===== src/rtl/sc_speedtimer_pkg.sv =====
// -----------------------------------------------------------------------------
// sc_speedtimer_pkg
// Shared definitions for the shift-pacing timer that drives the background
// state machine's T0 input.
//   speedState_t      : FSM encoding of the timer (COUNTING=0, FIRED=1)
//   DEF_*             : default parameter values for a 50 MHz system
// -----------------------------------------------------------------------------
package sc_speedtimer_pkg;

  typedef enum logic {
    COUNTING = 1'b0,
    FIRED    = 1'b1
  } speedState_t;

  localparam int DEF_COUNT_WIDTH      = 24;
  localparam int DEF_BASE_PERIOD      = 12500000;  // 0.5 s of upcount pulses
  localparam int DEF_PERIOD_STEP      = 1000000;
  localparam int DEF_MIN_PERIOD       = 2500000;
  localparam int DEF_SHIFTS_PER_LEVEL = 16;
  localparam int DEF_LEVEL_WIDTH      = 4;
  localparam int DEF_MAX_LEVEL        = 9;

endpackage


===== src/rtl/sc_levelcounter.sv =====
// -----------------------------------------------------------------------------
// sc_levelcounter
// Tracks consumed shifts and derives the game level and the current shift
// period. Every SHIFTS_PER_LEVEL consumes the level rises (saturating at
// MAX_LEVEL) and the period shrinks by PERIOD_STEP, floored at MIN_PERIOD.
// Ports:
//   SC_LEVELCOUNTER_CLOCK_50     in  : system clock
//   SC_LEVELCOUNTER_RESET_InLow  in  : asynchronous active-low reset
//   consumeStrobe                in  : one-cycle strobe, a shift was consumed
//   clearStrobe                  in  : synchronous clear back to level 0
//   level                        out : current level (registered)
//   period                       out : upcount pulses per shift (registered)
// -----------------------------------------------------------------------------
module sc_levelcounter
  import sc_speedtimer_pkg::*;
#(
  parameter int COUNT_WIDTH      = DEF_COUNT_WIDTH,
  parameter int BASE_PERIOD      = DEF_BASE_PERIOD,
  parameter int PERIOD_STEP      = DEF_PERIOD_STEP,
  parameter int MIN_PERIOD       = DEF_MIN_PERIOD,
  parameter int SHIFTS_PER_LEVEL = DEF_SHIFTS_PER_LEVEL,
  parameter int LEVEL_WIDTH      = DEF_LEVEL_WIDTH,
  parameter int MAX_LEVEL        = DEF_MAX_LEVEL
) (
  input  logic                   SC_LEVELCOUNTER_CLOCK_50,
  input  logic                   SC_LEVELCOUNTER_RESET_InLow,
  input  logic                   consumeStrobe,
  input  logic                   clearStrobe,
  output logic [LEVEL_WIDTH-1:0] level,
  output logic [COUNT_WIDTH-1:0] period
);

  localparam int SHIFT_W = (SHIFTS_PER_LEVEL > 1) ? $clog2(SHIFTS_PER_LEVEL) : 1;

  localparam logic [SHIFT_W-1:0]     SHIFT_LAST  = SHIFT_W'(SHIFTS_PER_LEVEL - 1);
  localparam logic [LEVEL_WIDTH-1:0] LEVEL_MAX   = LEVEL_WIDTH'(MAX_LEVEL);
  localparam logic [COUNT_WIDTH-1:0] PERIOD_BASE = COUNT_WIDTH'(BASE_PERIOD);
  localparam logic [COUNT_WIDTH-1:0] PERIOD_STP  = COUNT_WIDTH'(PERIOD_STEP);
  localparam logic [COUNT_WIDTH-1:0] PERIOD_MIN  = COUNT_WIDTH'(MIN_PERIOD);
  // One extra bit so MIN_PERIOD+PERIOD_STEP cannot wrap.
  localparam logic [COUNT_WIDTH:0]   FLOOR_PLUS_STEP =
    (COUNT_WIDTH+1)'(MIN_PERIOD) + (COUNT_WIDTH+1)'(PERIOD_STEP);

  logic [SHIFT_W-1:0] shiftCnt;

  // max(cur - PERIOD_STEP, MIN_PERIOD) evaluated without ever underflowing.
  function automatic logic [COUNT_WIDTH-1:0] nextPeriod(input logic [COUNT_WIDTH-1:0] cur);
    logic [COUNT_WIDTH-1:0] result;
    if ({1'b0, cur} < FLOOR_PLUS_STEP) begin
      result = PERIOD_MIN;
    end else begin
      result = cur - PERIOD_STP;
    end
    return result;
  endfunction

  always_ff @(posedge SC_LEVELCOUNTER_CLOCK_50 or negedge SC_LEVELCOUNTER_RESET_InLow) begin
    if (!SC_LEVELCOUNTER_RESET_InLow) begin
      shiftCnt <= '0;
      level    <= '0;
      period   <= PERIOD_BASE;
    end else if (clearStrobe) begin
      shiftCnt <= '0;
      level    <= '0;
      period   <= PERIOD_BASE;
    end else if (consumeStrobe) begin
      if (shiftCnt == SHIFT_LAST) begin
        shiftCnt <= '0;
        // At the top level the shift counter keeps wrapping but nothing else moves.
        if (level < LEVEL_MAX) begin
          level  <= level + 1'b1;
          period <= nextPeriod(period);
        end
      end else begin
        shiftCnt <= shiftCnt + 1'b1;
      end
    end
  end

endmodule


===== src/rtl/sc_speedtimer.sv =====
// -----------------------------------------------------------------------------
// sc_speedtimer
// Pacing stage for the background state machine. Counts upcount pulses
// against the current period and raises the shift request T0 (active low)
// when the period has elapsed. T0 is held until the state machine consumes it
// with its next upcount pulse; consumes feed the level counter, which speeds
// the game up as levels rise. The state machine's clear output restarts
// everything at level 0.
// Ports:
//   SC_SPEEDTIMER_CLOCK_50       in  : 50 MHz system clock
//   SC_SPEEDTIMER_RESET_InLow    in  : asynchronous active-low reset
//   SC_SPEEDTIMER_upcount_InLow  in  : count pulse, active low
//   SC_SPEEDTIMER_clear_InLow    in  : synchronous clear, active low
//   SC_SPEEDTIMER_T0_OutLow      out : shift request, active low, registered
//   SC_SPEEDTIMER_level_Out      out : current level, registered
// -----------------------------------------------------------------------------
module sc_speedtimer
  import sc_speedtimer_pkg::*;
#(
  parameter int COUNT_WIDTH      = DEF_COUNT_WIDTH,
  parameter int BASE_PERIOD      = DEF_BASE_PERIOD,
  parameter int PERIOD_STEP      = DEF_PERIOD_STEP,
  parameter int MIN_PERIOD       = DEF_MIN_PERIOD,
  parameter int SHIFTS_PER_LEVEL = DEF_SHIFTS_PER_LEVEL,
  parameter int LEVEL_WIDTH      = DEF_LEVEL_WIDTH,
  parameter int MAX_LEVEL        = DEF_MAX_LEVEL
) (
  input  logic                   SC_SPEEDTIMER_CLOCK_50,
  input  logic                   SC_SPEEDTIMER_RESET_InLow,
  input  logic                   SC_SPEEDTIMER_upcount_InLow,
  input  logic                   SC_SPEEDTIMER_clear_InLow,
  output logic                   SC_SPEEDTIMER_T0_OutLow,
  output logic [LEVEL_WIDTH-1:0] SC_SPEEDTIMER_level_Out
);

  speedState_t            state;
  speedState_t            nextState;
  logic [COUNT_WIDTH-1:0] pulseCount;
  logic [COUNT_WIDTH-1:0] period;
  logic                   atLastPulse;
  logic                   consumeStrobe;
  logic                   clearStrobe;

  assign clearStrobe   = !SC_SPEEDTIMER_clear_InLow;
  assign atLastPulse   = (pulseCount == period - 1'b1);
  // Clear outranks a consume that arrives on the same edge.
  assign consumeStrobe = (state == FIRED) && !SC_SPEEDTIMER_upcount_InLow && !clearStrobe;

  sc_levelcounter #(
    .COUNT_WIDTH      (COUNT_WIDTH),
    .BASE_PERIOD      (BASE_PERIOD),
    .PERIOD_STEP      (PERIOD_STEP),
    .MIN_PERIOD       (MIN_PERIOD),
    .SHIFTS_PER_LEVEL (SHIFTS_PER_LEVEL),
    .LEVEL_WIDTH      (LEVEL_WIDTH),
    .MAX_LEVEL        (MAX_LEVEL)
  ) u_levelCounter (
    .SC_LEVELCOUNTER_CLOCK_50    (SC_SPEEDTIMER_CLOCK_50),
    .SC_LEVELCOUNTER_RESET_InLow (SC_SPEEDTIMER_RESET_InLow),
    .consumeStrobe               (consumeStrobe),
    .clearStrobe                 (clearStrobe),
    .level                       (SC_SPEEDTIMER_level_Out),
    .period                      (period)
  );

  // State register.
  always_ff @(posedge SC_SPEEDTIMER_CLOCK_50 or negedge SC_SPEEDTIMER_RESET_InLow) begin
    if (!SC_SPEEDTIMER_RESET_InLow) begin
      state <= COUNTING;
    end else begin
      state <= nextState;
    end
  end

  // Next-state logic.
  always_comb begin
    nextState = state;
    if (clearStrobe) begin
      nextState = COUNTING;
    end else if (!SC_SPEEDTIMER_upcount_InLow) begin
      case (state)
        COUNTING: if (atLastPulse) nextState = FIRED;
        FIRED:    nextState = COUNTING;
        default:  nextState = COUNTING;
      endcase
    end
  end

  // Output logic: T0 is a pure decode of the state flop, so it drops out
  // asynchronously with reset and has no input-to-output path.
  always_comb begin
    SC_SPEEDTIMER_T0_OutLow = 1'b1;
    if (state == FIRED) begin
      SC_SPEEDTIMER_T0_OutLow = 1'b0;
    end
  end

  // Pulse counter. It parks at period-1 while FIRED and restarts at 0 on the
  // consume edge, so the consuming pulse is not part of the next interval.
  always_ff @(posedge SC_SPEEDTIMER_CLOCK_50 or negedge SC_SPEEDTIMER_RESET_InLow) begin
    if (!SC_SPEEDTIMER_RESET_InLow) begin
      pulseCount <= '0;
    end else if (clearStrobe) begin
      pulseCount <= '0;
    end else if (!SC_SPEEDTIMER_upcount_InLow) begin
      if (state == FIRED) begin
        pulseCount <= '0;
      end else if (!atLastPulse) begin
        pulseCount <= pulseCount + 1'b1;
      end
    end
  end

endmodule


===== config.mk =====
export PLATFORM = sky130hd
export DESIGN_NAME = sc_speedtimer
export DESIGN_NICKNAME = d
export VERILOG_FILES = /design/src/rtl/sc_speedtimer_pkg.sv /design/src/rtl/sc_levelcounter.sv /design/src/rtl/sc_speedtimer.sv
export SDC_FILE = /design/constraint.sdc
export NUM_CORES = 1
export LEC_CHECK = 0
export ABC_AREA = 0
export ABC_CLOCK_PERIOD_IN_PS = 3600
export BUFFER_PORTS_ARGS = -buffer_cell sky130_fd_sc_hd__buf_2
export CORE_MARGIN = 3
export CORE_UTILIZATION = 37
export DETAILED_ROUTE_END_ITERATION = 8
export PLACE_DENSITY = 0.56
export SLEW_MARGIN = 25
export SYNTH_ARGS = -nofsm -noshare
export SYNTH_HDL_FRONTEND = slang
export SYNTH_SLANG_ARGS = --single-unit

===== constraint.sdc =====
create_clock -name SC_SPEEDTIMER_CLOCK_50 -period 3.6 [get_ports SC_SPEEDTIMER_CLOCK_50]
set_clock_uncertainty 0.1 [all_clocks]
set_input_delay 0.9 -clock SC_SPEEDTIMER_CLOCK_50 [delete_from_list [all_inputs] [get_ports SC_SPEEDTIMER_CLOCK_50]]
set_output_delay 0.9 -clock SC_SPEEDTIMER_CLOCK_50 [all_outputs]
set_load 0.05 [all_outputs]

; Word-level counts from Yosys, hierarchy flattened
; Index checks and enable logic that the tools add are counted.
[totals]
reg_bits = 57
output_inout_bits = 5
[op_classes]
addsub = 5
order_cmp = 2
eq_ne = 7
muxes = 21
n_bitwise = 1
n_reduce_logical = 5
[ops]
columns = op, count
row1 = $mux W24, 9
row2 = $mux W4, 7
row3 = $add A24 B1 Y24 const B, 1
row4 = $eq A24 B24 Y1, 1
row5 = $lt A24 B22 Y1 const B, 1
row6 = $sub A24 B1 Y24 const B, 1
row7 = $sub A24 B20 Y24 const B, 1
row8 = $add A4 B1 Y4 const B, 2
row9 = $ne A2 B1 Y1 const B, 3
row10 = $eq A4 B4 Y1 const B, 1
row11 = $lt A4 B4 Y1 const B, 1
row12 = $mux W1, 4
row13 = $ne A3 B3 Y1 const B, 1
row14 = $reduce_and A3 Y1, 1
row15 = $logic_and A1 B1 Y1, 2
row16 = $ne A2 B2 Y1 const B, 1
row17 = $pmux W1 S2, 1
row18 = $reduce_and A2 Y1, 1
row19 = $logic_not A1 Y1, 1
row20 = $not A1 Y1, 1

; Longest topological paths before layout
; Gate-level depths: netlist (run 1).
[logic_depth]
ltp_word = 6
mapped_depth = 11
mapped_depth_nobuf = 9

; Hierarchy
; Synthesis (run 1) repeated with hierarchy kept, for this count alone.
[hier_totals]
cells_unflattened = 494
area_unflattened_um2 = 4058.9
[modules_own_cells]
columns = mod, n_inst, cells_each, area_each_um2, seq_area_each_um2
row1 = sc_speedtimer, 1, 321, 2469.9, 625.6
row2 = sc_levelcounter, 1, 173, 1589.0, 690.7

; Worst setup path after synthesis (run 1)
; No wires, ideal clock.
[synth_path]
path_type = input port to flip-flop
start = input SC_SPEEDTIMER_clear_InLow
end = register pulseCount[0]
arrival_time_ns = 2.809
t_required_ns = 3.375
setup_slack_ns = 0.566
path_stages = 8
n_path_buf = 1
cell_sequence = clkbuf_1 > nand2b_1 > or4_1 > a211oi_1 > o2111ai_1 > nor4_4 > a21o_1 > mux2_2
[synth_via]
elab_chain_cells = 2
[synth_lines]
columns = item, line
row1 = start: declaration, sc_speedtimer.sv:31  ; input logic SC_SPEEDTIMER_clear_InLow,
row2 = $ne A3 B3 Y1 (no source line) / $ne A2 B2 Y1 (equally long branches), -
row3 = $reduce_and A2 Y1 (no source line), -
row4 = end signal: assignment, sc_speedtimer.sv:109  ; pulseCount <= pulseCount + 1'b1;
row5 = end: declaration, sc_speedtimer.sv:38  ; logic [COUNT_WIDTH-1:0] pulseCount;
; Several ways; a longest one is shown, not always the timed one.
; A chain may end at the register's enable or synchronous reset.

; Final worst setup path (run 1)
[layout_path]
start = register u_levelCounter.period[5]
end = register pulseCount[17]
[layout_via]
elab_chain_cells = 4
[layout_lines]
columns = item, line
row1 = start: declaration, sc_levelcounter.sv:30  ; output logic [COUNT_WIDTH-1:0] period
row2 = start signal: assignment, sc_levelcounter.sv:72  ; period <= nextPeriod(period);
row3 = $sub A24 B1 Y24, sc_speedtimer.sv:45  ; assign atLastPulse = (pulseCount == period - 1'b1);
row4 = $eq A24 B24 Y1, sc_speedtimer.sv:45
row5 = $ne A3 B3 Y1 (no source line), -
row6 = $reduce_and A2 Y1 (no source line), -
; Every way passes these cells.

==> PnR_summary.wiki, run 1 <==
{| class="wikitable"
! Metric !! Value
|-
| Flip-flop and latch area || 1316 sq um
|-
| Unrepaired setup endpoints after global routing || false
|-
| TritonCTS clock tree || yes
|-
| Number of H-tree levels || 2
|-
| DIE AREA || 11040 sq um
|-
| Antenna diodes || 0
|-
| Cell area after placement || 3762 sq um
|-
| Final period demand of the worst path || 3149 ps
|-
| Number of synthesized flops with an enable pin || 0
|-
| Syn avg cell area || 8.838 sq um
|-
| Clock root buffer master || sky130_fd_sc_hd__clkbuf_8
|-
| Final hold violations || 0
|-
| # port buffers || 8
|-
| Antenna violations before repair || 0
|-
| Post-CTS setup buffer count || 0
|-
| Share of the synthesized area in the top cell type || 27.56%
|-
| Die height || 105.1 microns
|-
| First-pass GRT wire length || 14680 microns
|-
| Number of global-route vias before repair || 2849
|-
| Global-route usage over all layers || 16.01%
|-
| Cell Int Power || 0.0009320 W
|-
| Sw Pwr || 0.0004235 W
|-
| Post-CTS sizing || 0
|-
| CTS Hold Buffers Added || 0
|-
| Final setup violation count || 0
|-
| Top-level I/O count || 9
|-
| Total congestion overflow || 0
|-
| Register clock-pin slew on the reported worst setup and hold paths || 100 ps
|-
| Layout overhead on the synthesized area || 6.648%
|-
| Timing-limited maximum frequency || 317.6 MHz
|-
| Worst setup path category || reg -> reg
|-
| Lkg Pwr || 1.536 nW
|-
| Via-to-Cell Ratio || 5.679
|-
| Worst hold slack || 390.6 ps
|-
| 1st-pass router iterations || 4
|-
| Summed area of non-filler cells in the final layout || 3874 sq um
|-
| Critical Path, Cell by Cell || inv_1 > ha_1 > xnor2_1 > or4_1 > a211oi_1 > o2111ai_1 > nor4_4 > buf_4 > o311ai_0 > o41ai_1
|-
| Number of routed nets with antenna violations || 0
|-
| Category of the worst setup path launch point || flop
|-
| Comb power frac || 17.8%
|-
| Non-filler cells in the finished layout || 535
|-
| Critical path peak fanout || 19
|-
| Number of nets in the layout || 419
|-
| Total half-perimeter wirelength after legalization and detailed placement || 6099 microns
|-
| Synthesized netlist net count || 425
|-
| Number of buffers on the longest clock path || 2
|-
| Synthesis-stage register bit count || 52
|-
| Cells taking the most area after synthesis || sky130_fd_sc_hd__dfrtp_1, sky130_fd_sc_hd__dfstp_2, sky130_fd_sc_hd__xnor2_1
|-
| FFs w/ async S/R, synth || 100.0%
|-
| Prevailing post-synth register cell || sky130_fd_sc_hd__dfrtp_1
|-
| Std cell rows || 35
|-
| Routed via count || 3038
|-
| Switching power share of the total || 31.24%
|-
| Number of buffer and inverter instances along the worst setup path || 2
|-
| Worst path top cell family by delay || simple AND/OR/NAND/NOR gates
|-
| DIE WIDTH || 105.1 microns
|-
| Count of clock tree sinks || 52
|-
| Share of synthesized area occupied by flip-flops and latches || 36.24%
|-
| Core ar. || 9371 sq um
|-
| Area used by multi-input combinational logic || 2102 sq um
|-
| Sequential Power Share || 51.5%
|-
| Library cell occupying the most area in the post-synthesis netlist || sky130_fd_sc_hd__dfrtp_1
|-
| Summed instance area of the synthesized netlist || 3632 sq um
|-
| Netlist cell types || 59
|-
| Worst path arrival time || 3250 ps
|-
| Maximum number of pins on one net before global-route repair || 53
|-
| Highest cell delay on the worst timing path || 600 ps
|-
| Cell area power density || 349.9 nW/um^2
|-
| Max VDD drop || 237.1 uV
|-
| Post-route clock period utilization || 87.47%
|-
| Effective utilization at floorplan || 38.76%
|-
| Yosys warning count || 0
|-
| Final wirelength || 8607 microns
|-
| Clock network fraction of design power || 30.8%
|-
| Worst max-slew margin expressed relative to the limit || 47.03%
|-
| Final estimated routing congestion in global placement || 0.8887
|-
| Outcome || completed
|-
| Share of post-route cells with drive strength above 1 || 13.55%
|-
| Filler cells || 974
|-
| Total of max-cap violations || 0
|-
| Cell with the biggest individual delay on the critical path || sky130_fd_sc_hd__dfstp_2
|-
| Actual transition at the worst max-transition pin || 792.1 ps
|-
| Post-Synthesis Cells || 411
|-
| Number of max-slew violations in the final report || 0
|-
| Number of clock buffers inserted by TritonCTS || 5
|-
| Mean routed wirelength per cell || 16.09 microns
|-
| Hold/Removal Path Class || reg -> reg
|-
| Sum Neg Setup Slack || 0 ps
|-
| Number of DRC markers in iteration 0 || 191
|-
| Required time at the worst-slack endpoint || 3700 ps
|-
| Clock latency at the later pin of the worst-skew pair || 310 ps
|-
| Kind of end point of the critical path || flop
|-
| Number of instances in the placed design || 527
|-
| Detailed-route DRC error count || 0
|}
## metal layers
layer	global-route usage (%)	up-vias	routed length (microns)
met2	25.21	49	3992
met4	2.718	0	53
met5	0	-	0
met3	2.162	7	300
met1	23.68	1479	4262
li1	-	1503	-
## path summary, 6_finish.rpt
check | from | end | slack [ps] | cells past startpoint
max in group asynchronous | SC_SPEEDTIMER_RESET_InLow | u_levelCounter.level[2]$_DFFE_PN0P_ | 2320 | 2
worst min-delay path | u_levelCounter.period[23]$_DFFE_PN1P_ | u_levelCounter.period[23]$_DFFE_PN1P_ | 390 | 2
worst min register to register | u_levelCounter.period[23]$_DFFE_PN1P_ | u_levelCounter.period[23]$_DFFE_PN1P_ | 390 | 2
min in group asynchronous | SC_SPEEDTIMER_RESET_InLow | u_levelCounter.period[22]$_DFFE_PN0P_ | 600 | 2
worst max-delay path | u_levelCounter.period[5]$_DFFE_PN1P_ | pulseCount[17]$_DFFE_PN0P_ | 450 | 10
worst max register to register | u_levelCounter.period[5]$_DFFE_PN1P_ | pulseCount[17]$_DFFE_PN0P_ | 450 | 10
## logic make-up after synthesis
logic type	synth area share, %
buffers and inverters	5.994
xor gates and xnor gates	8.922
muxes	1.722
adders and majority gates	3.445
AOI/OAI and AO/OA	18.40
and+or+nand+nor	25.28
DFF	36.24
## through the flow
stage                     setup slack [ps]  power [W]  util [%]
after global placement               502.0  0.0009445     40.15
after floorplan                      566.3  0.0008760         -
after global routing                 119.7   0.001428     41.34
after CTS                            429.5   0.001368     41.34
final                                451.2   0.001356     41.34
after detailed placement             453.9  0.0009478     40.15
## cell usage after synthesis, drive strengths merged (2+ instances only)
master / count
nand2: 43
dfrtp: 40
xnor2: 25
clkbuf: 22
a21oi: 19
nand3: 18
nor2: 18
o21ai: 18
nand2b: 17
inv: 14
nor4: 13
dfstp: 12
xor2: 12
buf: 11
and3: 10
ha: 10
nand4: 10
o41ai: 10
or4: 10
o311ai: 9
o211ai: 8
or3: 8
a21o: 4
a311oi: 4
a31oi: 4
and4: 4
mux2i: 4
a211oi: 3
nor3: 3
o221ai: 3
a31o: 2
mux2: 2
nor2b: 2
nor3b: 2
nor4b: 2
or3b: 2
## cell type report
cell class	instances	area share, %
clock buffer	5	1.776
clock inverter	3	1.098
inverter	14	1.357
multi-input combinational	312	54.26
sequential	52	33.98
tap	129	4.167
timing repair buffer	20	3.359
## layout by cell type (no fill, tap or decap), types with 5 or more instances in the layout
cell type | netlist | routed
sky130_fd_sc_hd__ha_1 | 10 | 10
sky130_fd_sc_hd__nor2_1 | 18 | 18
sky130_fd_sc_hd__a21oi_1 | 17 | 16
sky130_fd_sc_hd__xnor2_1 | 25 | 25
sky130_fd_sc_hd__o311ai_0 | 9 | 9
sky130_fd_sc_hd__o41ai_1 | 10 | 10
sky130_fd_sc_hd__nand2_1 | 43 | 43
sky130_fd_sc_hd__dfstp_2 | 12 | 12
sky130_fd_sc_hd__and3_1 | 10 | 10
sky130_fd_sc_hd__nor4_1 | 11 | 11
sky130_fd_sc_hd__or4_1 | 9 | 9
sky130_fd_sc_hd__o211ai_1 | 8 | 8
sky130_fd_sc_hd__xor2_1 | 12 | 12
sky130_fd_sc_hd__nand3_1 | 18 | 18
sky130_fd_sc_hd__buf_2 | 3 | 8
sky130_fd_sc_hd__nand4_1 | 10 | 10
sky130_fd_sc_hd__nand2b_1 | 17 | 17
sky130_fd_sc_hd__buf_4 | 1 | 12
sky130_fd_sc_hd__inv_1 | 14 | 14
sky130_fd_sc_hd__o21ai_0 | 14 | 14
sky130_fd_sc_hd__clkbuf_8 | 0 | 5
sky130_fd_sc_hd__dfrtp_1 | 40 | 40
sky130_fd_sc_hd__or3_1 | 8 | 8
## registers in the layout, summed over array words and instances, names as in the netlist
name and count:
u_levelCounter.period 19, u_levelCounter.shiftCnt 4, u_levelCounter.level 4, state 1, pulseCount 24
## worst register-to-register path: stages, from the launching register on
cell	delay, ps
sky130_fd_sc_hd__dfstp_2	600
sky130_fd_sc_hd__inv_1	90
sky130_fd_sc_hd__ha_1	310
sky130_fd_sc_hd__xnor2_1	120
sky130_fd_sc_hd__or4_1	530
sky130_fd_sc_hd__a211oi_1	230
sky130_fd_sc_hd__o2111ai_1	180
sky130_fd_sc_hd__nor4_4	340
sky130_fd_sc_hd__buf_4	290
sky130_fd_sc_hd__o311ai_0	160
sky130_fd_sc_hd__o41ai_1	100
## power groups by stage
stage                     logic, W  registers, W  clock network [W]
after floorplan           0.000212      0.000664                  0
after global placement    0.000239      0.000705                  0
after detailed placement  0.000242      0.000706                  0
after CTS                 0.000244      0.000696           0.000429
after global routing      0.000274      0.000705           0.000449
final                     0.000241      0.000698           0.000417
Note: power is estimated with default switching activity, not from simulation.
==> inputs of run 2 (changes only) <==
--- a/config.mk
+++ b/config.mk
@@ -8,7 +8,6 @@
 export ABC_AREA = 0
 export ABC_CLOCK_PERIOD_IN_PS = 3600
 export BUFFER_PORTS_ARGS = -buffer_cell sky130_fd_sc_hd__buf_2
-export CORE_MARGIN = 3
 export CORE_UTILIZATION = 37
 export DETAILED_ROUTE_END_ITERATION = 8
 export PLACE_DENSITY = 0.56
==> PnR_summary.wiki, run 2 (same netlist as run 1, synthesis figures left out) <==
{| class="wikitable"
! Metric !! Value
|-
| Layout overhead on the synthesized area || 7.062%
|-
| Share of post-route cells with drive strength above 1 || 13.55%
|-
| Via-to-Cell Ratio || 5.804
|-
| DIE AREA || 10220 sq um
|-
| Die height || 101.1 microns
|-
| Final period demand of the worst path || 3371 ps
|-
| Antenna violations before repair || 0
|-
| # port buffers || 8
|-
| Endpoint of the most critical register-to-register path || pulseCount[1]$_DFFE_PN0P_
|-
| Worst setup path category || reg -> reg
|-
| DIE WIDTH || 101.1 microns
|-
| Number of H-tree levels || 2
|-
| Most frequent cells in the layout || sky130_fd_sc_hd__nand2_1, sky130_fd_sc_hd__dfrtp_1, sky130_fd_sc_hd__xnor2_1
|-
| Number of DRC markers in iteration 0 || 159
|-
| Non-filler cells in the finished layout || 535
|-
| Lkg Pwr || 1.547 nW
|-
| Mean routed wirelength per cell || 16.11 microns
|-
| Cell area power density || 357.2 nW/um^2
|-
| Total of max-cap violations || 0
|-
| Detailed-route DRC error count || 0
|-
| Core ar. || 9371 sq um
|-
| Worst max-slew margin expressed relative to the limit || 43.77%
|-
| Number of global-route vias before repair || 2869
|-
| Startpoint of the most critical hold path || u_levelCounter.period[23]$_DFFE_PN1P_
|-
| Top-level I/O count || 9
|-
| Setup WS pre-CTS || 268.7 ps
|-
| Effective utilization at floorplan || 38.76%
|-
| Clock latency at the later pin of the worst-skew pair || 320 ps
|-
| Final estimated routing congestion in global placement || 0.8302
|-
| Worst path top cell family by delay || compound AO/OA/AOI/OAI gates
|-
| Number of instances in the placed design || 527
|-
| Number of routed nets with antenna violations || 0
|-
| Critical Path, Cell by Cell || inv_1 > ha_1 > nor3b_1 > a31oi_1 > a2111oi_0 > o2111ai_1 > nor4_4 > buf_4 > a21o_1 > mux2_2
|-
| Filler cells || 976
|-
| First-pass GRT wire length || 14390 microns
|-
| Worst path arrival time || 3480 ps
|-
| Number of nets in the layout || 419
|-
| Maximum number of pins on one net before global-route repair || 33
|-
| Number of clock buffers inserted by TritonCTS || 5
|-
| Register with the most flip-flops || pulseCount
|-
| Timing-limited maximum frequency || 296.6 MHz
|-
| Highest cell delay on the worst timing path || 500 ps
|-
| Total half-perimeter wirelength after legalization and detailed placement || 6239 microns
|-
| Kind of end point of the critical path || flop
|-
| Required time at the worst-slack endpoint || 3710 ps
|-
| Category of the worst setup path launch point || flop
|-
| Final core area utilization || 41.50%
|-
| Antenna diodes || 0
|-
| Number of buffer and inverter instances along the worst setup path || 2
|-
| Final setup violation count || 0
|-
| Worst hold slack || 391.5 ps
|-
| Cell with the biggest individual delay on the critical path || sky130_fd_sc_hd__nor3b_1
|-
| Critical path peak fanout || 11
|-
| Number of max-slew violations in the final report || 0
|-
| Clock root buffer master || sky130_fd_sc_hd__clkbuf_8
|-
| Post-CTS setup buffer count || 0
|-
| Largest register FFs || 24
|-
| Post-CTS sizing || 0
|-
| Worst setup margin || 228.6 ps
|-
| Register clock-pin slew on the reported worst setup and hold paths || 100 ps
|-
| Sum Neg Setup Slack || 0 ps
|-
| Number of cells traversed by the worst hold path || 2
|-
| FF-to-FF path depth || 10
|-
| Reg-to-reg startpoint || u_levelCounter.period[6]$_DFFE_PN0P_
|-
| Most common cell after layout, fill and taps aside || sky130_fd_sc_hd__nand2_1
|-
| Count of clock tree sinks || 52
|-
| Total congestion overflow || 0
|-
| Flop2flop setup slack || 230 ps
|-
| Global-route usage over all layers || 18.09%
|-
| Largest registers ranked by flip-flop count || pulseCount: 24 flops, u_levelCounter.period: 19 flops
|-
| Final wirelength || 8617 microns
|-
| Actual transition at the worst max-transition pin || 840.9 ps
|-
| 1st-pass router iterations || 4
|-
| Unrepaired setup endpoints after global routing || false
|-
| Post-route clock period utilization || 93.65%
|-
| Std cell rows || 35
|-
| Final hold violations || 0
|-
| Routed via count || 3105
|-
| Number of buffers on the longest clock path || 2
|-
| TritonCTS clock tree || yes
|-
| Outcome || completed
|-
| Worst-case hold path end point || u_levelCounter.period[23]$_DFFE_PN1P_
|-
| CTS Hold Buffers Added || 0
|-
| Max VDD drop || 212.7 uV
|-
| Hold/Removal Path Class || reg -> reg
|}
## run 2: changes by cell type in the layout (fill, tap and decap cells not counted), sizes merged
cell      delta
clkinvlp     -1
clkbuf       +2
clkinv       -1
## run 2: area by class of cell
type                       instances  area (sq um)  share of cell area (%)
sequential                        52          1316                   33.85
clock buffer                       7         96.34                   2.477
inverter                          14         52.55                   1.351
timing repair buffer              20         130.1                   3.346
tap                              129         161.4                   4.151
multi-input combinational        312          2102                   54.05
clock inverter                     1         30.03                  0.7722
## run 2: report_power, final
group	total [W]	switching, W	internal (W)
registers	0.000696	0.0000715	0.000625
clock network	0.000450	0.000205	0.000246
logic	0.000243	0.000142	0.000101
total	0.00139	0.000418	0.000971
## run 2: per-layer routing
metal | global-route usage [%] | wire [microns] | part of all wire [%]
met5 | 0 | 0 | 0
met2 | 28.10 | 3945 | 46
met1 | 25.66 | 4316 | 50
met3 | 3.329 | 274 | 3.2
met4 | 4.905 | 81 | 0.94
## run 2: how the worst max path moves through the flow
stage	depth (start not counted)	endpoint	slack, ps	from
after global routing	10	pulseCount[1]$_DFFE_PN0P_	120	u_levelCounter.period[6]$_DFFE_PN0P_
after floorplan	8	pulseCount[0]$_DFFE_PN0P_	570	SC_SPEEDTIMER_clear_InLow
after detailed placement	10	pulseCount[1]$_DFFE_PN0P_	270	u_levelCounter.period[5]$_DFFE_PN1P_
after global placement	10	pulseCount[1]$_DFFE_PN0P_	340	u_levelCounter.period[5]$_DFFE_PN1P_
after CTS	10	pulseCount[1]$_DFFE_PN0P_	250	u_levelCounter.period[5]$_DFFE_PN1P_
final	10	pulseCount[1]$_DFFE_PN0P_	230	u_levelCounter.period[6]$_DFFE_PN0P_
## run 2: through the flow
step	power, W	area (sq um)
2_1_floorplan	0.0008760	3632
3_3_place_gp	0.0009456	3762
3_5_place_dp	0.0009477	3762
4_1_cts	0.001404	3889
5_1_grt	0.001460	3889
6_report	0.001389	3889
## run 2: worst min-delay path: stages (launching register included)
cell and delay (ps):
sky130_fd_sc_hd__dfstp_2 390, sky130_fd_sc_hd__o41ai_1 50, sky130_fd_sc_hd__nand2_1 50
==> inputs of run 3 (changes only) <==
--- a/config.mk
+++ b/config.mk
@@ -9,6 +9,7 @@
 export ABC_CLOCK_PERIOD_IN_PS = 3600
 export BUFFER_PORTS_ARGS = -buffer_cell sky130_fd_sc_hd__buf_2
 export CORE_UTILIZATION = 37
+export CTS_BUF_LIST = sky130_fd_sc_hd__clkbuf_16
 export DETAILED_ROUTE_END_ITERATION = 8
 export PLACE_DENSITY = 0.56
 export SLEW_MARGIN = 25
==> PnR_summary.wiki, run 3 (same netlist as run 1, synthesis figures left out) <==
{| class="wikitable"
! Metric !! Value
|-
| Outcome || completed
|-
| CTS Hold Buffers Added || 0
|-
| # port buffers || 8
|-
| Final period demand of the worst path || 3347 ps
|-
| Final wirelength || 8603 microns
|-
| Worst path top cell family by delay || simple AND/OR/NAND/NOR gates
|-
| Number of buffer and inverter instances along the worst setup path || 2
|-
| Hold/Removal Path Class || reg -> reg
|-
| Number of H-tree levels || 2
|-
| Top-level I/O count || 9
|-
| Post-CTS sizing || 0
|-
| TritonCTS clock tree || yes
|-
| Via-to-Cell Ratio || 5.785
|-
| Flip-flop and latch area || 1316 sq um
|-
| Layout overhead on the synthesized area || 8.060%
|-
| Antenna violations before repair || 0
|-
| Final hold violations || 0
|-
| Cell with the biggest individual delay on the critical path || sky130_fd_sc_hd__dfstp_2
|-
| Antenna diodes || 0
|-
| Most common cell after layout, fill and taps aside || sky130_fd_sc_hd__nand2_1
|-
| Sum Neg Setup Slack || 0 ps
|-
| Global-route usage over all layers || 18.05%
|-
| Worst path arrival time || 3430 ps
|-
| Detailed-route DRC error count || 0
|-
| First-pass GRT wire length || 14410 microns
|-
| Number of DRC markers in iteration 0 || 151
|-
| Actual transition at the worst max-transition pin || 829.1 ps
|-
| Number of nets in the layout || 419
|-
| Post-route clock period utilization || 92.97%
|-
| Startpoint of the most critical hold path || u_levelCounter.period[23]$_DFFE_PN1P_
|-
| Share of post-route cells with drive strength above 1 || 13.05%
|-
| Std cell rows || 35
|-
| Register clock-pin slew on the reported worst setup and hold paths || 70 ps
|-
| Total of max-cap violations || 0
|-
| Die height || 101.1 microns
|-
| DIE AREA || 10220 sq um
|-
| Effective utilization at floorplan || 38.76%
|-
| Endpoint of the most critical register-to-register path || pulseCount[1]$_DFFE_PN0P_
|-
| Reg-to-reg startpoint || u_levelCounter.period[5]$_DFFE_PN1P_
|-
| Total half-perimeter wirelength after legalization and detailed placement || 6239 microns
|-
| Post-CTS setup buffer count || 0
|-
| Routed via count || 3095
|-
| Worst setup path category || reg -> reg
|-
| Timing-limited maximum frequency || 298.8 MHz
|-
| Register with the most flip-flops || pulseCount
|-
| Final core area utilization || 41.88%
|-
| Required time at the worst-slack endpoint || 3680 ps
|-
| Filler cells || 969
|-
| Core ar. || 9371 sq um
|-
| Mean routed wirelength per cell || 16.08 microns
|-
| Largest registers ranked by flip-flop count || pulseCount: 24 flops, u_levelCounter.period: 19 flops
|-
| Worst setup margin || 253.2 ps
|-
| Lkg Pwr || 1.561 nW
|-
| Largest register FFs || 24
|-
| Highest cell delay on the worst timing path || 580 ps
|-
| Critical path peak fanout || 11
|-
| Maximum number of pins on one net before global-route repair || 33
|-
| Clock latency at the later pin of the worst-skew pair || 300 ps
|-
| Number of clock buffers inserted by TritonCTS || 5
|-
| FF-to-FF path depth || 10
|-
| Most frequent cells in the layout || sky130_fd_sc_hd__nand2_1, sky130_fd_sc_hd__dfrtp_1, sky130_fd_sc_hd__xnor2_1
|-
| Number of buffers on the longest clock path || 2
|-
| Critical Path, Cell by Cell || inv_1 > ha_1 > xnor2_1 > or4_1 > a211oi_1 > o2111ai_1 > nor4_4 > buf_4 > a21o_1 > mux2_2
|-
| Unrepaired setup endpoints after global routing || false
|-
| Category of the worst setup path launch point || flop
|-
| Max VDD drop || 241.2 uV
|-
| Kind of end point of the critical path || flop
|-
| Cell area power density || 377.2 nW/um^2
|-
| Flop2flop setup slack || 250 ps
|-
| Setup WS pre-CTS || 268.7 ps
|-
| Number of cells traversed by the worst hold path || 2
|-
| Total congestion overflow || 0
|-
| DIE WIDTH || 101.1 microns
|-
| Worst max-slew margin expressed relative to the limit || 44.56%
|-
| Number of max-slew violations in the final report || 0
|-
| 1st-pass router iterations || 5
|-
| Number of routed nets with antenna violations || 0
|-
| Final setup violation count || 0
|-
| Area used by multi-input combinational logic || 2102 sq um
|-
| Worst hold slack || 388.3 ps
|-
| Worst-case hold path end point || u_levelCounter.period[23]$_DFFE_PN1P_
|-
| Count of clock tree sinks || 52
|-
| Clock root buffer master || sky130_fd_sc_hd__clkbuf_16
|-
| Final estimated routing congestion in global placement || 0.8302
|-
| Number of global-route vias before repair || 2876
|}
[run 3: cell types whose count changed in the layout (fill, tap and decap cells not counted)]
| cell | change |
|---|---|
| sky130_fd_sc_hd__clkbuf_16 | +5 |
| sky130_fd_sc_hd__clkinv_1 | +2 |
| sky130_fd_sc_hd__clkbuf_8 | -7 |
[run 3: final cells by class]
type / instances / share of cell area, %
clock buffers: 5 / 3.188
clock inverters: 3 / 0.9563
inverters: 14 / 1.339
multi-input cells: 312 / 53.55
flip-flops and latches: 52 / 33.54
well taps: 129 / 4.112
repair buffers: 20 / 3.315
[run 3: how the worst max path moves through the flow]
stage                                               startpoint                        end  slack [ps]  cells after the start
after floorplan                      SC_SPEEDTIMER_clear_InLow  pulseCount[0]$_DFFE_PN0P_         570                      8
after global placement    u_levelCounter.period[5]$_DFFE_PN1P_  pulseCount[1]$_DFFE_PN0P_         340                     10
after detailed placement  u_levelCounter.period[5]$_DFFE_PN1P_  pulseCount[1]$_DFFE_PN0P_         270                     10
after CTS                 u_levelCounter.period[5]$_DFFE_PN1P_  pulseCount[1]$_DFFE_PN0P_         250                     10
after global routing      u_levelCounter.period[6]$_DFFE_PN0P_  pulseCount[1]$_DFFE_PN0P_         110                     10
final                     u_levelCounter.period[5]$_DFFE_PN1P_  pulseCount[1]$_DFFE_PN0P_         250                     10
[run 3: worst reg2reg max path: stages (launching register included)]
cell	delay (ps)
sky130_fd_sc_hd__dfstp_2	580
sky130_fd_sc_hd__inv_1	80
sky130_fd_sc_hd__ha_1	320
sky130_fd_sc_hd__xnor2_1	120
sky130_fd_sc_hd__or4_1	530
sky130_fd_sc_hd__a211oi_1	250
sky130_fd_sc_hd__o2111ai_1	200
sky130_fd_sc_hd__nor4_4	330
sky130_fd_sc_hd__buf_4	240
sky130_fd_sc_hd__a21o_1	130
sky130_fd_sc_hd__mux2_2	330
[run 3: per-stage QoR]
| step | cell area, sq um | power, W | std cells |
|---|---|---|---|
| 2_1_floorplan | 3632 | 0.0008760 | 411 |
| 3_3_place_gp | 3762 | 0.0009456 | 527 |
| 3_5_place_dp | 3762 | 0.0009477 | 527 |
| 4_1_cts | 3925 | 0.001493 | 535 |
| 5_1_grt | 3925 | 0.001551 | 535 |
| 6_report | 3925 | 0.001480 | 535 |
[run 3: power breakdown]
part | total, W | switching, W | leakage [nW] | internal (W)
Sequential | 0.000696 | 0.0000707 | 0.672 | 0.000625
Combinational | 0.000242 | 0.000142 | 0.810 | 0.000101
Clock | 0.000542 | 0.000218 | 0.0789 | 0.000324
[run 3: layer usage]
layer | vias up | wire length [microns] | share of wire, % | GRT usage [%]
met3 | 8 | 304 | 3.5 | 3.537
met4 | 0 | 59 | 0.69 | 4.013
met1 | 1517 | 4309 | 50 | 25.49
met2 | 60 | 3930 | 46 | 28.41
met5 | - | 0 | 0 | 0
li1 | 1510 | - | - | -
